## src/rtl/activity_led_mon.sv

```systemverilog
// Multi-channel activity monitor: turns raw toggling lines and clk_sys strobes into
// retriggerable stretched flags, then merges the enabled channels into one LED drive.
module activity_led_mon #(
    parameter int CHANNELS     = 4,
    parameter int CNT_W        = 24,
    parameter int HOLD_CYCLES  = 1000000,
    parameter int BLINK_CYCLES = 4000000,
    parameter int POR_HOLD     = 1
) (
    input  logic                clk_sys,
    input  logic                reset,
    input  logic [CHANNELS-1:0] act_in,
    input  logic [CHANNELS-1:0] pulse_in,
    input  logic [CHANNELS-1:0] chan_en,
    input  logic [1:0]          mode,
    output logic [CHANNELS-1:0] led_chan,
    output logic                led_any
);

    typedef enum logic [1:0] {
        MODE_STRETCH = 2'd0,
        MODE_BLINK   = 2'd1,
        MODE_OFF     = 2'd2,
        MODE_ON      = 2'd3
    } mode_t;

    localparam logic [CNT_W-1:0] HOLD_VAL   = CNT_W'(HOLD_CYCLES);
    localparam logic             POR_BIT    = (POR_HOLD != 0);
    localparam logic [CNT_W-1:0] POR_VAL    = POR_BIT ? HOLD_VAL : '0;
    localparam logic [CNT_W-1:0] BLINK_LAST = CNT_W'(BLINK_CYCLES - 1);

    logic [CHANNELS-1:0] sync1, sync2, hist, edge_q;
    logic [1:0]          arm;
    logic                armed;
    logic [CNT_W-1:0]    cnt      [CHANNELS];
    logic [CNT_W-1:0]    cnt_next [CHANNELS];
    logic [CHANNELS-1:0] ev;
    logic [CHANNELS-1:0] chan_on;
    logic                any_next;
    logic [CNT_W-1:0]    blink_cnt;
    logic                phase;

    assign armed = (arm == 2'd3);

    // A pulse and an act_in edge in the same cycle collapse into one reload.
    always_comb begin
        ev = edge_q | pulse_in;
        for (int i = 0; i < CHANNELS; i++) begin
            cnt_next[i] = cnt[i];
            if (ev[i]) begin
                cnt_next[i] = HOLD_VAL;
            end else if (cnt[i] != '0) begin
                cnt_next[i] = cnt[i] - CNT_W'(1);
            end
        end
        for (int i = 0; i < CHANNELS; i++) begin
            chan_on[i] = (cnt_next[i] != '0) & chan_en[i];
        end
        any_next = 1'b0;
        case (mode_t'(mode))
            MODE_STRETCH: any_next = |chan_on;
            MODE_BLINK:   any_next = (|chan_on) & phase;
            MODE_OFF:     any_next = 1'b0;
            MODE_ON:      any_next = 1'b1;
            default:      any_next = 1'b0;
        endcase
    end

    always_ff @(posedge clk_sys) begin
        if (reset) begin
            sync1     <= '0;
            sync2     <= '0;
            hist      <= '0;
            edge_q    <= '0;
            arm       <= 2'd0;
            for (int i = 0; i < CHANNELS; i++) begin
                cnt[i] <= POR_VAL;
            end
            blink_cnt <= '0;
            phase     <= 1'b1;
            led_chan  <= {CHANNELS{POR_BIT}} & chan_en;
            led_any   <= 1'b0;
        end else begin
            sync1  <= act_in;
            sync2  <= sync1;
            hist   <= sync2;
            // Masking until armed hides the level a line already had at reset release.
            edge_q <= (sync2 ^ hist) & {CHANNELS{armed}};
            if (!armed) begin
                arm <= arm + 2'd1;
            end
            cnt <= cnt_next;
            if (blink_cnt == BLINK_LAST) begin
                blink_cnt <= '0;
                phase     <= ~phase;
            end else begin
                blink_cnt <= blink_cnt + CNT_W'(1);
            end
            led_chan <= chan_on;
            led_any  <= any_next;
        end
    end

endmodule

```

## config.mk

```make
export PLATFORM = sky130hd
export DESIGN_NAME = activity_led_mon
export DESIGN_NICKNAME = d
export VERILOG_FILES = /design/src/rtl/activity_led_mon.sv
export SDC_FILE = /design/constraint.sdc
export NUM_CORES = 1
export LEC_CHECK = 0
export ABC_AREA = 1
export BUFFER_PORTS_ARGS = -buffer_cell sky130_fd_sc_hd__clkbuf_2
export CORE_MARGIN = 5
export CORE_UTILIZATION = 30
export CTS_BUF_LIST = sky130_fd_sc_hd__clkbuf_2
export DETAILED_ROUTE_END_ITERATION = 8
export HOLD_SLACK_MARGIN = 0.08
export PLACE_DENSITY = 0.44
export RECOVER_POWER = 25
export SYNTH_ARGS = -nofsm -noshare
export SYNTH_HDL_FRONTEND = slang
export SYNTH_SLANG_ARGS = --single-unit
```

## constraint.sdc

```tcl
create_clock -name clk_sys -period 2.3 [get_ports clk_sys]
set_input_delay 0 -clock clk_sys [delete_from_list [all_inputs] [get_ports clk_sys]]
set_output_delay 0 -clock clk_sys [all_outputs]
set_load 0.02 [all_outputs]
```

**Yosys cells after proc, flatten, opt, wreduce, memory -nomap -nowiden**

Index checks and enable logic that the tools add are counted.

- Flip-flop bits (word level): 144
- Latch bits: 0
- Bits in writable memories: 0
- Bits in read-only memories: 0
- Input bits: 16
- Output and inout bits: 5
- Logic and storage cells: 54
- Memories kept: 0

- $add $sub $neg: 6
- $mul: 0
- Divide/modulo/power cells: 0
- Order comparisons: 0
- Eq/ne operators: 5
- Shift-type cells: 0
- Muxes and demuxes: 10
- Bitwise gates (word level): 9
- Reductions and logical operators: 11

Operators with widths:

| operator | number |
|---|---|
| $mux W24 | 8 |
| $reduce_bool A24 Y1 | 8 |
| $sub A24 B1 Y24 const B | 4 |
| $add A24 B1 Y24 const B | 1 |
| $eq A24 B22 Y1 const B | 1 |
| $eq A2 B2 Y1 const B | 3 |
| $and A1 B1 Y1 | 5 |
| $and A4 B4 Y4 | 1 |
| $mux W4 | 1 |
| $or A4 B4 Y4 | 1 |
| $pmux W1 S4 | 1 |
| $reduce_or A4 Y1 | 1 |
| $xor A4 B4 Y4 | 1 |
| $add A2 B1 Y2 const B | 1 |
| $eq A2 B1 Y1 const B | 1 |
| $logic_not A2 Y1 | 1 |
| $reduce_or A2 Y1 | 1 |
| $not A1 Y1 | 1 |

**Depth between registers and ports, before layout**

Gate-level depths: netlist of the first run.

- Depth after elaboration: 8
- Gate-level depth with buffers: 17
- Depth with buffers taken out: 17

**Worst setup path after synthesis of the first run**

Ideal clock, no wire load.

- Kind: register to register
- Start point: register cnt[72] (netlist name)
- End point: register led_any
- Library setup time: 0.132 ns
- Arrival time: 1.846 ns
- Data required time: 2.168 ns
- Path slack: 0.322 ns
- Cell stages (with the launch flop): 18
- Buffers on the path: 0
- Period minus slack after synthesis: 1.978 ns
- Cells stage by stage: dfxtp_1 > inv_1 > ha_1 > nand2_1 > nor2_2 > inv_2 > nand2_1 > inv_1 > o21ai_2 > nand3_1 > nor2_1 > nand2_1 > nor2_1 > nand2_1 > nand2_1 > nand2_1 > o21ai_1 > a21oi_1

- Longest elaborated chain between the ends: 8
- Elaborated cells on any way between the ends: 9
- Those cells by class: add/sub: 1; mux: 3; bitwise: 2; reduce/logical: 3

Ends and longest elaborated chain:

| element | line | RTL |
|---|---|---|
| start, declared | 35 | `logic [CNT_W-1:0] cnt [CHANNELS];` |
| start signal, assigned | 92 | `cnt <= cnt_next;` |
| $sub A24 B1 Y24 / $reduce_bool A24 Y1 (equally long branches) | 53, 52 |  |
| $mux W24 * | 52 | `end else if (cnt[i] != '0) begin` |
| $mux W24 * | 50 | `if (ev[i]) begin` |
| $reduce_bool A24 Y1 * | 57 | `chan_on[i] = (cnt_next[i] != '0) & chan_en[i];` |
| $and A1 B1 Y1 * | 57 |  |
| $reduce_or A4 Y1 * | 61, 62 |  |
| $and A1 B1 Y1 | 62 | `MODE_BLINK: any_next = (\|chan_on) & phase;` |
| $pmux W1 S4 * | 60 | `case (mode_t'(mode))` |
| end signal, assigned | 100 | `led_any <= any_next;` |
| end, declared | 17 | `output logic led_any` |

Every way passes the cells marked *; elsewhere a longest branch is shown, timed or not.
A chain may end at the register's enable or synchronous reset.

**Worst setup path after layout of the first run**

- Start point: register cnt[78] (netlist name)
- End point: register led_any

Same word-level chain as after synthesis.

==> metrics.yaml, run 1 <==
r2r_setup_slack_ns: 0.09
finalWeightedCongestion: 0.8719
placed_area_mm2: 0.01031
cpPeakStageDelay_ns: 0.40
synth-simple-area-share_pct: 50.31
critPathLaunch: "cnt[78]$_SDFF_PP1_"
setup_ws_ns: 0.08668
p_sw_share_pct: 30.83
cp-end-kind: "register"
clock_skew_ns: 0.05793
finalCritPeriodShare_pct: 96.23
rsz0062_at_grt: "true"
worstPathCellList: "nor2_4 -> nand2_2 -> buf_4 -> nor2_4 -> nand3_4 -> buf_12 -> nand3_4 -> nand3_2 -> nor2_1 -> nand2_1 -> nor2_1 -> nand2_1 -> nand2_2 -> nand2_2 -> o21ai_2 -> a21oi_1"
outcome: "finished, final reports clean"
worstMarginPinSlew_ns: 0.5590
synth_commonest_cells: "342 x nand2_1, 266 x nor2_1, 158 x nand3_1"
antenna_found_initial: 1
drc: 0
final_antenna_net_count: 0
fillCellCount: 2936
ctsRootBufferMaster: "clkbuf_2"
setup_viol: 0
yosysMostFrequentCell: "nand2_1"
portBuffers: 20
drtIter0Drc: 396
track_usage_pct: 16.64
area_delta_synth_final_pct: 47.02
layout-drive-gt1-share_pct: 36.51
synth-main-ff-cell: "dfxtp_1"
clockBufferDepth: 2
slowest_stage: "dfxtp_4"
drt-pass1-iter-count: 5
synth_edf_count: 0
viasPerCell: 4.548
worstPathRequired_ns: 2.86
worstSetupPathType: "reg2reg"
pwr-share-seq_pct: 49.3
dp_hpwl_um: 18930
maxCapViolCount: 0
synth_top_family_by_area: "simple AND/OR/NAND/NOR gates"
cts_tree: "built"
crit_path_max_fanout: 5
post_synth_num_cell_types: 37
die_x_um: 177.7
grt_max_degree: 51
synth.area.mux_share_pct: 0
ir_worst_vdd_mv: 0.2617
synth_xor_area_share_pct: 2.493
synth_top_cell_by_area: "dfxtp_1"
cts_max_level: 4
syn_area_per_cell_um2: 6.374
rr_startpoint: "cnt[78]$_SDFF_PP1_"
arrival_ns: 2.77
grt.overflow.total: 0
cts_buffers: 17
grt_pass1_vias: 8707
r2r_end: "led_any$_SDFF_PP0_"
async_flop_share_pct: 0
cts_sinks: 144
p_int_w: 0.003713
clk_latency_ns: 0.73
p_comb_share_pct: 23.1
synth.area.top_cells: "dfxtp_1 34%, nand2_1 15%, nor2_1 12%"
final_util_pct: 44.63
finalMaxSlewViolations: 0
start_util_pct: 30.35
core-area_mm2: 0.02778
timing.fmax_ghz: 0.4518
ys_seq_elements: 144
ys_seq_area_share_pct: 34.18
vias: 9114
synth_top_area_share_pct: 34.18
grt_pass1_wl_um: 43040
synthesis.nets: 1349
pre_cts_slack_ns: -0.1332
yosys_warnings: 0
dieArea_mm2: 0.03156
clkPwrFrac_pct: 27.6
wire_per_inst_um: 13.00
synth_cells: 1323
min_path_type: "in2reg"
setup.worst_path.end: "led_any$_SDFF_PP0_"
fin_area_mm2: 0.01240
fin_crit_ns: 2.213
max_slew_margin_pct: 62.50
p_sw_w: 0.001655
clk_pin_slew_worst_paths_ns: 0.19
p_leak_nw: 5.592
power_density_mw_per_mm2: 433.0
whs_path_depth: 5
yosys.area_share.adder_pct: 1.484
nNetsFinal: 1639
rows: 61
cp_common_cell: "nand2_2"
num_io_pins: 21
die_y_um: 177.7
synth_compound_area_share_pct: 3.680
reg2reg_depth: 16
wirelength_um: 26050
cp-start-kind: "register"
netlist_area_mm2: 0.008433
hold_viol: 0
whs_ns: 0.1606
[critical path: cells and delay by family, from the launching register on]
kind	cells	cell delay (ns)
simple gates	12	1.18
compound gates	2	0.19
buf+inv	2	0.31
flops	1	0.40
[flip-flops by register name, indices dropped and copies added, names as in the netlist]
| name | cells |
|---|---|
| led_any | 1 |
| sync2 | 4 |
| blink_cnt | 24 |
| led_chan | 4 |
| cnt | 96 |
| sync1 | 4 |
| edge_q | 4 |
| phase | 1 |
| hist | 4 |
| arm | 2 |
[power groups by stage]
stage | Sequential (W) | Combinational, W | Clock, W
after floorplan | 0.00268 | 0.000548 | 0
after global placement | 0.00268 | 0.000973 | 0
after detailed placement | 0.00268 | 0.000971 | 0
after CTS | 0.00264 | 0.00108 | 0.00156
after global routing | 0.00266 | 0.00138 | 0.00164
final | 0.00265 | 0.00124 | 0.00148
[layer usage]
| metal | up-vias | GRT usage [%] | share of wire [%] |
|---|---|---|---|
| met5 | - | 0 | 0 |
| met4 | 0 | 3.835 | 1.7 |
| met3 | 32 | 2.429 | 2.7 |
| met2 | 113 | 27.33 | 46 |
| met1 | 4144 | 23.13 | 49 |
| li1 | 4825 | - | - |
[cell usage in the layout (no fill, tap or decap), types with 4 or more instances in the layout]
cell and n:
buf_4 230, a21oi_2 5, dlygate4sd3_1 35, clkbuf_2 37, dfxtp_4 14, nand3b_1 23, xor2_1 15, dfxtp_2 40
o21a_1 6, nand3_1 145, buf_6 9, a21oi_1 27, clkinv_1 9, nand3_4 5, ha_4 7, nor2_4 76
o21ai_0 9, inv_4 6, o21ai_2 4, nand2_1 299, nand3_2 14, buf_12 5, nand2_4 12, nand2_2 43
xnor2_1 9, nand4_1 42, dfxtp_1 90, nor3_1 14, inv_1 122, nor2_1 174, inv_2 7, nor2_2 62
or2_2 4
[through the flow]
stage          power [W]  cells  TNS [ns]
2_1_floorplan   0.003231   1323         0
3_3_place_gp    0.003656   1882   -0.1412
3_5_place_dp    0.003654   1882   -0.1332
4_1_cts         0.005284   1967         0
5_1_grt         0.005680   2004   -0.1262
6_report        0.005368   2004         0
[area by class of cell]
type	count	area (um2)	area share (%)
multi-input combinational	1015	5793	46.73
inverter	136	525.5	4.239
antenna	2	5.005	0.04037
sequential	144	2985	24.08
clock buffer	18	90.09	0.7266
tap	378	473.0	3.815
timing repair buffer	299	2401	19.37
clock inverter	12	125.1	1.009
[how the worst min path moves through the flow]
| stage | start | to | slack [ns] |
|---|---|---|---|
| floorplan | chan_en[1] | led_chan[1]$_DFF_P_ | 0.11 |
| detailed placement | act_in[3] | sync1[3]$_SDFF_PP0_ | 0.20 |
| finish | mode[1] | led_any$_SDFF_PP0_ | 0.16 |
| global placement | act_in[3] | sync1[3]$_SDFF_PP0_ | 0.20 |
| CTS | chan_en[1] | led_chan[1]$_DFF_P_ | 0.12 |
| global route | mode[1] | led_any$_SDFF_PP0_ | 0.14 |
[cell families (layout without fill, tap and decap cells)]
| family | Yosys count | after routing |
|---|---|---|
| AND/OR/NAND/NOR | 924 | 925 |
| buffers and inverters | 165 | 465 |
| flip-flops | 144 | 144 |
| AO/OA/AOI/OAI | 56 | 56 |
| XOR/XNOR | 24 | 24 |
| adder cells (fa/ha/maj) | 10 | 10 |
| other | 0 | 2 |
[what timing repair did]
item | CTS | global route
pin swaps | 15 | 77
hold endpoints to repair | 114 | 0
hold buffers | 35 | 0
setup endpoints to repair | 2 | 15
gates cloned | 1 | 1
buffers inserted | 19 | 34
gates resized for setup | 55 | 283
No activity file was read; power rests on OpenSTA's default activity.
==> inputs of run 2 (changes only) <==
- CORE_ASPECT_RATIO: unset -> 1.25
==> run 2 against run 1 <==
Sequential share of layout area rose by 1.3 points; global-route usage fell by 0.19 points; clock skew fell by 0.018 ns; critical path type unchanged; critical path depth fell by 1; die area barely moved; register-to-register slack improved by 0.04 ns.
==> metrics.yaml, run 2 (synthesis results as in run 1) <==
crit_path_max_fanout: 3  # -2
final_cell_mix: "316 x nand2_1, 204 x nor2_1, 190 x buf_4, 149 x nand3_1, 124 x inv_1"
layout_commonest_cell: "nand2_1"
fin_crit_ns: 2.178  # -0.03580 ns
grt.overflow.total: 0  # unchanged
whs_path_depth: 5  # unchanged
core-area_mm2: 0.02765  # -0.47%
setup_viol: 0  # unchanged
wirelength_um: 26080  # +0.12%
power_density_mw_per_mm2: 465.1  # +7.4%
final_antenna_net_count: 0  # unchanged
cp-start-kind: "register"
rsz0062_at_grt: "true"
wire_per_inst_um: 13.47  # +3.6%
grt_use_met3_pct: 2.818  # +0.39 points
maxCapViolCount: 0  # unchanged
nNetsFinal: 1593  # -2.8%
rr_startpoint: "cnt[16]$_SDFF_PP1_"
clockBufferDepth: 2  # unchanged
finalSetupTns_ns: 0  # unchanged
finalCritPeriodShare_pct: 94.67  # -1.6 points
r2r_end: "led_any$_SDFF_PP0_"
vias: 9036  # -0.86%
antenna_found_initial: 2  # +1
start_util_pct: 30.50  # +0.14 points
layout-drive-gt1-share_pct: 30.44  # -6.1 points
multi_input_area_mm2: 0.005464  # -5.7%
grt_pass1_vias: 8694  # -0.15%
worstSetupPathType: "reg2reg"
min_path_type: "in2reg"
cts_sinks: 144  # unchanged
holdPathEnd: "cnt[7]$_SDFF_PP0_"
cts_tree: "built"
clk_latency_ns: 0.80  # +0.07 ns
dp_hpwl_um: 19430  # +2.7%
arrival_ns: 2.87  # +0.10 ns
finalWeightedCongestion: 0.9006  # +3.3%
rows: 68  # +11%
drc: 0  # unchanged
max_slew_margin_pct: 52.81  # -9.7 points
grt_max_degree: 67  # +31%
clk_pin_slew_worst_paths_ns: 0.26  # +0.07 ns
top_regs: "cnt x96, blink_cnt x24"
die_y_um: 197.5  # +11%
viasPerCell: 4.667  # +2.6%
timing.fmax_ghz: 0.4592  # +1.6%
p_total_w: 0.005405  # +0.69%
ff_latch_area_mm2: 0.002945  # -1.3%
p_leak_nw: 5.292  # -5.4%
grt_pass1_wl_um: 42650  # -0.90%
cts_buffers: 17  # unchanged
cp-end-kind: "register"
largest_register_ffs: 96  # unchanged
fillCellCount: 2956  # +0.68%
grt-busiest-layer: "met2"
reg2reg_depth: 15  # -1
area_delta_synth_final_pct: 37.82
use_met1_pct: 20.20  # -2.9 points
clock_skew_ns: 0.03952  # -0.01841 ns
outcome: "finished, final reports clean"
track_usage_pct: 16.45  # -0.19 points
die_x_um: 160.0  # -10%
r2r_setup_slack_ns: 0.12  # +0.04 ns
drt-pass1-iter-count: 5  # unchanged
portBuffers: 20  # unchanged
num_io_pins: 21  # unchanged
top_register: "cnt"
worstMarginPinSlew_ns: 0.7079  # +0.1489 ns
gr-usage-met2_pct: 29.52  # +2.2 points
drtIter0Drc: 402  # +1.5%
hold_viol: 0  # unchanged
ir_worst_vdd_mv: 0.2218  # -15%
finalMaxSlewViolations: 0  # unchanged
worstHoldStart: "pulse_in[3]"
cts_max_level: 4  # unchanged
dieArea_mm2: 0.03158  # about the same
worstPathRequired_ns: 3.00  # +0.14 ns
ctsRootBufferMaster: "clkbuf_2"
final_util_pct: 42.03  # -2.6 points
run 2: cell types whose count changed in the layout (fill, tap and decap cells not counted), moves of 8 or more:
cell,delta
buf_4,-40
nor2_1,+30
nor2_4,-29
nand2_1,+17
dfxtp_1,+16
nand2_2,-11
buf_6,-8
dfxtp_2,-8
dfxtp_4,-8
run 2: area by class of cell:
type	count	area share (%)
Multi-Input combinational cell	1017	47.01
Sequential cell	144	25.34
Timing Repair Buffer	251	17.02
Inverter	136	4.414
Tap cell	350	3.768
Clock inverter	15	1.583
Clock buffer	17	0.7320
Antenna cell	6	0.1292
run 2: per-layer routing:
| metal | part of all wire, % | up-vias |
|---|---|---|
| met5 | 0 | - |
| met4 | 1.7 | 0 |
| met3 | 3.2 | 33 |
| met2 | 50 | 129 |
| met1 | 45 | 4144 |
| li1 | - | 4730 |
run 2: worst max path at each step:
stage,start,end,cells past startpoint
floorplan,cnt[72]$_SDFF_PP0_,led_any$_SDFF_PP0_,17
global placement,cnt[10]$_SDFF_PP0_,led_any$_SDFF_PP0_,17
detailed placement,cnt[10]$_SDFF_PP0_,led_any$_SDFF_PP0_,17
CTS,cnt[90]$_SDFF_PP1_,led_any$_SDFF_PP0_,14
global route,cnt[1]$_SDFF_PP0_,led_any$_SDFF_PP0_,17
finish,cnt[16]$_SDFF_PP1_,led_any$_SDFF_PP0_,15
run 2: power breakdown:
group | switching (W) | total (W) | internal [W]
clock network | 0.00107 | 0.00169 | 0.000619
logic | 0.000613 | 0.00107 | 0.000459
registers | 0.0000668 | 0.00264 | 0.00258
run 2: through the flow:
stage	hold WS (ns)	setup slack, ns	instances	area [um2]
after global placement	0.1917	-0.1357	1830	10110
after detailed placement	0.1971	-0.1430	1830	10110
after CTS	0.08358	0.002783	1905	10850
final	0.1786	0.1225	1936	11620
after global routing	0.1259	-0.07331	1936	11620
after floorplan	0.1062	0.3222	1323	8433
run 2: critical path, cell delays in order (launching register included):
cell	delay, ns
dfxtp_1	0.38
buf_4	0.14
nor2_1	0.16
nand2_1	0.13
nor2_2	0.14
nand3_1	0.11
a21oi_1	0.18
nand2_1	0.08
nor2_1	0.12
nand2_1	0.09
nor2_1	0.11
nand2_1	0.07
nand2_2	0.11
nand2_2	0.07
o21ai_1	0.12
a21oi_1	0.08
run 2: repair_timing:
item	4_1_cts	5_1_grt
hold buffers	38	0
endpoints found under the hold margin	115	0
resized for setup	19	189
buffers inserted	4	24
cloned	1	2
endpoints found under the setup margin	1	12
pin swaps	7	42
==> inputs of run 3 (changes only) <==
- ABC_AREA: 1 -> unset
==> run 3 against run 2 <==
The run now ends with setup timing left; setup slack lost 0.55 ns; wire length down 22%; clock skew increased by 0.015 ns; largest cell class unchanged; maximum frequency shrank 20%; critical endpoint unchanged; area after synthesis down 15%; sequential power about the same; largest power group unchanged.
==> metrics.yaml, run 3 <==
track_usage_pct: 15.47  # -0.98 points
p_leak_nw: 4.175  # -21%
yosys_warnings: 0  # unchanged
synth_edf_count: 0  # unchanged
cts_tree: "built"
ir_worst_vdd_mv: 0.2879  # +30%
drc: 0  # unchanged
fin_crit_ns: 2.732  # +0.5545 ns
netlist_area_mm2: 0.007168  # -15%
synthesis.nets: 883  # -35%
power_density_mw_per_mm2: 479.0  # +3.0%
setup_viol: 7  # +7
grt.overflow.total: 0  # unchanged
final_cell_mix: "247 x buf_4, 126 x nor2_1, 124 x dfxtp_1, 59 x nand2_1, 46 x xor2_1"
cp-end-kind: "register"
fillCellCount: 2371  # -20%
core-area_mm2: 0.02365  # -14%
whs_ns: 0.2291  # +0.05051 ns
final_antenna_net_count: 0  # unchanged
crit_path_max_fanout: 3  # unchanged
yosysMostFrequentCell: "dfxtp_1"
synth_top_area_share_pct: 40.22  # +6.0 points
grt_max_degree: 25  # -63%
stdcell_count: 1465  # -24%
hold_viol: 0  # unchanged
max_slew_margin_pct: 49.63  # -3.2 points
synth-main-ff-cell: "dfxtp_1"
cts_max_level: 4  # unchanged
wirelength_um: 20390  # -22%
violations: "setup timing"
grt_pass1_wl_um: 34410  # -19%
outcome: "finished with violations"
nNetsFinal: 1185  # -26%
top_register: "cnt"
finalCritPeriodShare_pct: 118.8  # +24 points
die_y_um: 182.8  # -7.4%
portBuffers: 20  # unchanged
clock_skew_ns: 0.05489  # +0.01537 ns
start_util_pct: 30.31  # -0.19 points
largest_register_ffs: 96  # unchanged
rsz0062_at_grt: "true"
cts_buffers: 17  # unchanged
top_regs: "cnt x96, blink_cnt x24"
clockBufferDepth: 2  # unchanged
maxCapViolCount: 0  # unchanged
finalSetupTns_ns: -1.484  # -1.484 ns
viasPerCell: 4.848  # +3.9%
antenna_found_initial: 1  # -1
p_total_w: 0.005081  # -6.0%
worstPathRequired_ns: 2.93  # -0.07 ns
layout-drive-gt1-share_pct: 35.84  # +5.4 points
final_util_pct: 44.86  # +2.8 points
dp_hpwl_um: 15660  # -19%
finalMaxSlewViolations: 0  # unchanged
finalWeightedCongestion: 0.8466  # -6.0%
ff_latch_area_mm2: 0.002913  # -1.1%
drtIter0Drc: 263  # -35%
async_flop_share_pct: 0  # unchanged
arrival_ns: 3.37  # +0.50 ns
grt_pass1_vias: 7288  # -16%
synth_commonest_cells: "144 x dfxtp_1, 129 x nor2_1, 59 x nand2_1"
cp-start-kind: "register"
ys_seq_area_share_pct: 40.22  # +6.0 points
cts_sinks: 144  # unchanged
worstSetupPathType: "reg2reg"
area_delta_synth_final_pct: 47.98
die_x_um: 148.3  # -7.3%
placedCellCount: 1389  # -24%
ctsRootBufferMaster: "clkbuf_2"
synth_top_cell_by_area: "dfxtp_1"
drt-pass1-iter-count: 4  # -1
worstMarginPinSlew_ns: 0.7461  # +0.03820 ns
layout_commonest_cell: "buf_4"
r2r_setup_slack_ns: -0.43  # -0.55 ns
synth_cells: 857  # -35%
min_path_type: "in2reg"
dieArea_mm2: 0.02710  # -14%
setup_ws_ns: -0.4320  # -0.5545 ns
syn_area_per_cell_um2: 8.364  # +31%
post_synth_num_cell_types: 67  # +81%
synth.area.top_cells: "dfxtp_1 40%, nor2_1 6.8%, xor2_1 5.7%"
multi_input_area_mm2: 0.004613  # -16%
vias: 7102  # -21%
ys_seq_elements: 144  # unchanged
clk_latency_ns: 0.73  # -0.07 ns
rows: 63  # -7.4%
timing.fmax_ghz: 0.3660  # -20%
clk_pin_slew_worst_paths_ns: 0.28  # +0.02 ns
num_io_pins: 21  # unchanged
wire_per_inst_um: 13.92  # +3.3%
[run 3: cell type report]
| class | instances | share of cell area, % |
|---|---|---|
| tap | 292 | 3.444 |
| inverter | 15 | 0.6251 |
| sequential | 144 | 27.46 |
| timing repair buffer | 307 | 22.48 |
| multi-input combinational | 674 | 43.49 |
| clock buffer | 17 | 0.8021 |
| clock inverter | 15 | 1.675 |
| antenna | 1 | 0.02359 |
[run 3: what timing repair did]
action	CTS	global route
pin swaps	27	21
setup buffers	8	7
gates resized for setup	47	47
hold endpoints to repair	117	0
setup endpoints to repair	11	19
hold buffers	30	0
[run 3: final timing paths]
path | from | endpoint | depth (start not counted)
worst min register to register | sync1[1]$_SDFF_PP0_ | sync2[1]$_SDFF_PP0_ | 1
worst max-delay path | cnt[24]$_SDFF_PP0_ | led_any$_SDFF_PP0_ | 10
worst min-delay path | chan_en[3] | led_any$_SDFF_PP0_ | 5
worst max register to register | cnt[24]$_SDFF_PP0_ | led_any$_SDFF_PP0_ | 10
[run 3: power breakdown]
| part | leakage (nW) | total, W | switching, W | internal [W] |
|---|---|---|---|---|
| registers | 1.17 | 0.00262 | 0.0000521 | 0.00257 |
| logic | 2.86 | 0.000894 | 0.000422 | 0.000472 |
| clock network | 0.144 | 0.00156 | 0.00103 | 0.000531 |
| total | 4.18 | 0.00508 | 0.00151 | 0.00357 |
[run 3: logic make-up (layout without fill, tap and decap cells)]
family                   Yosys count  in the layout  share of synthesized area [%]
AND/OR/NAND/NOR                  458            458                          33.50
flip-flops                       144            144                          40.22
AO/OA/AOI/OAI                    115            115                          11.21
XOR/XNOR                          89             89                          10.87
buffers and inverters             39            354                          2.182
adder cells (fa/ha/maj)           10             10                          1.746
multiplexers                       2              2                         0.2793
other                              0              1                              0
[run 3: worst max-delay path, cell delays in order, from the launching register on]
cell	delay [ns]
dfxtp_2	0.39
inv_2	0.08
ha_4	0.12
or4b_4	0.45
or3_4	0.34
o31a_1	0.26
nor4_1	0.14
nor4b_2	0.25
nand4_1	0.20
a221oi_2	0.29
a31oi_1	0.10
[run 3: layer usage]
| metal | GRT usage [%] | wire length [um] | vias to the layer above | part of all wire [%] |
|---|---|---|---|---|
| met4 | 4.991 | 358 | 0 | 1.8 |
| li1 | - | - | 3689 | - |
| met2 | 28.87 | 10540 | 83 | 52 |
| met5 | 0 | 0 | - | 0 |
| met1 | 17.79 | 9028 | 3304 | 44 |
| met3 | 2.768 | 466 | 26 | 2.3 |
[run 3: stage by stage]
stage	cell area [um2]	setup slack, ns
final	10610	-0.4320
after global routing	10610	-0.5675
after CTS	10340	-0.4606
after detailed placement	9560	-0.5150
after global placement	9560	-0.4908
after floorplan	7362	-0.3750
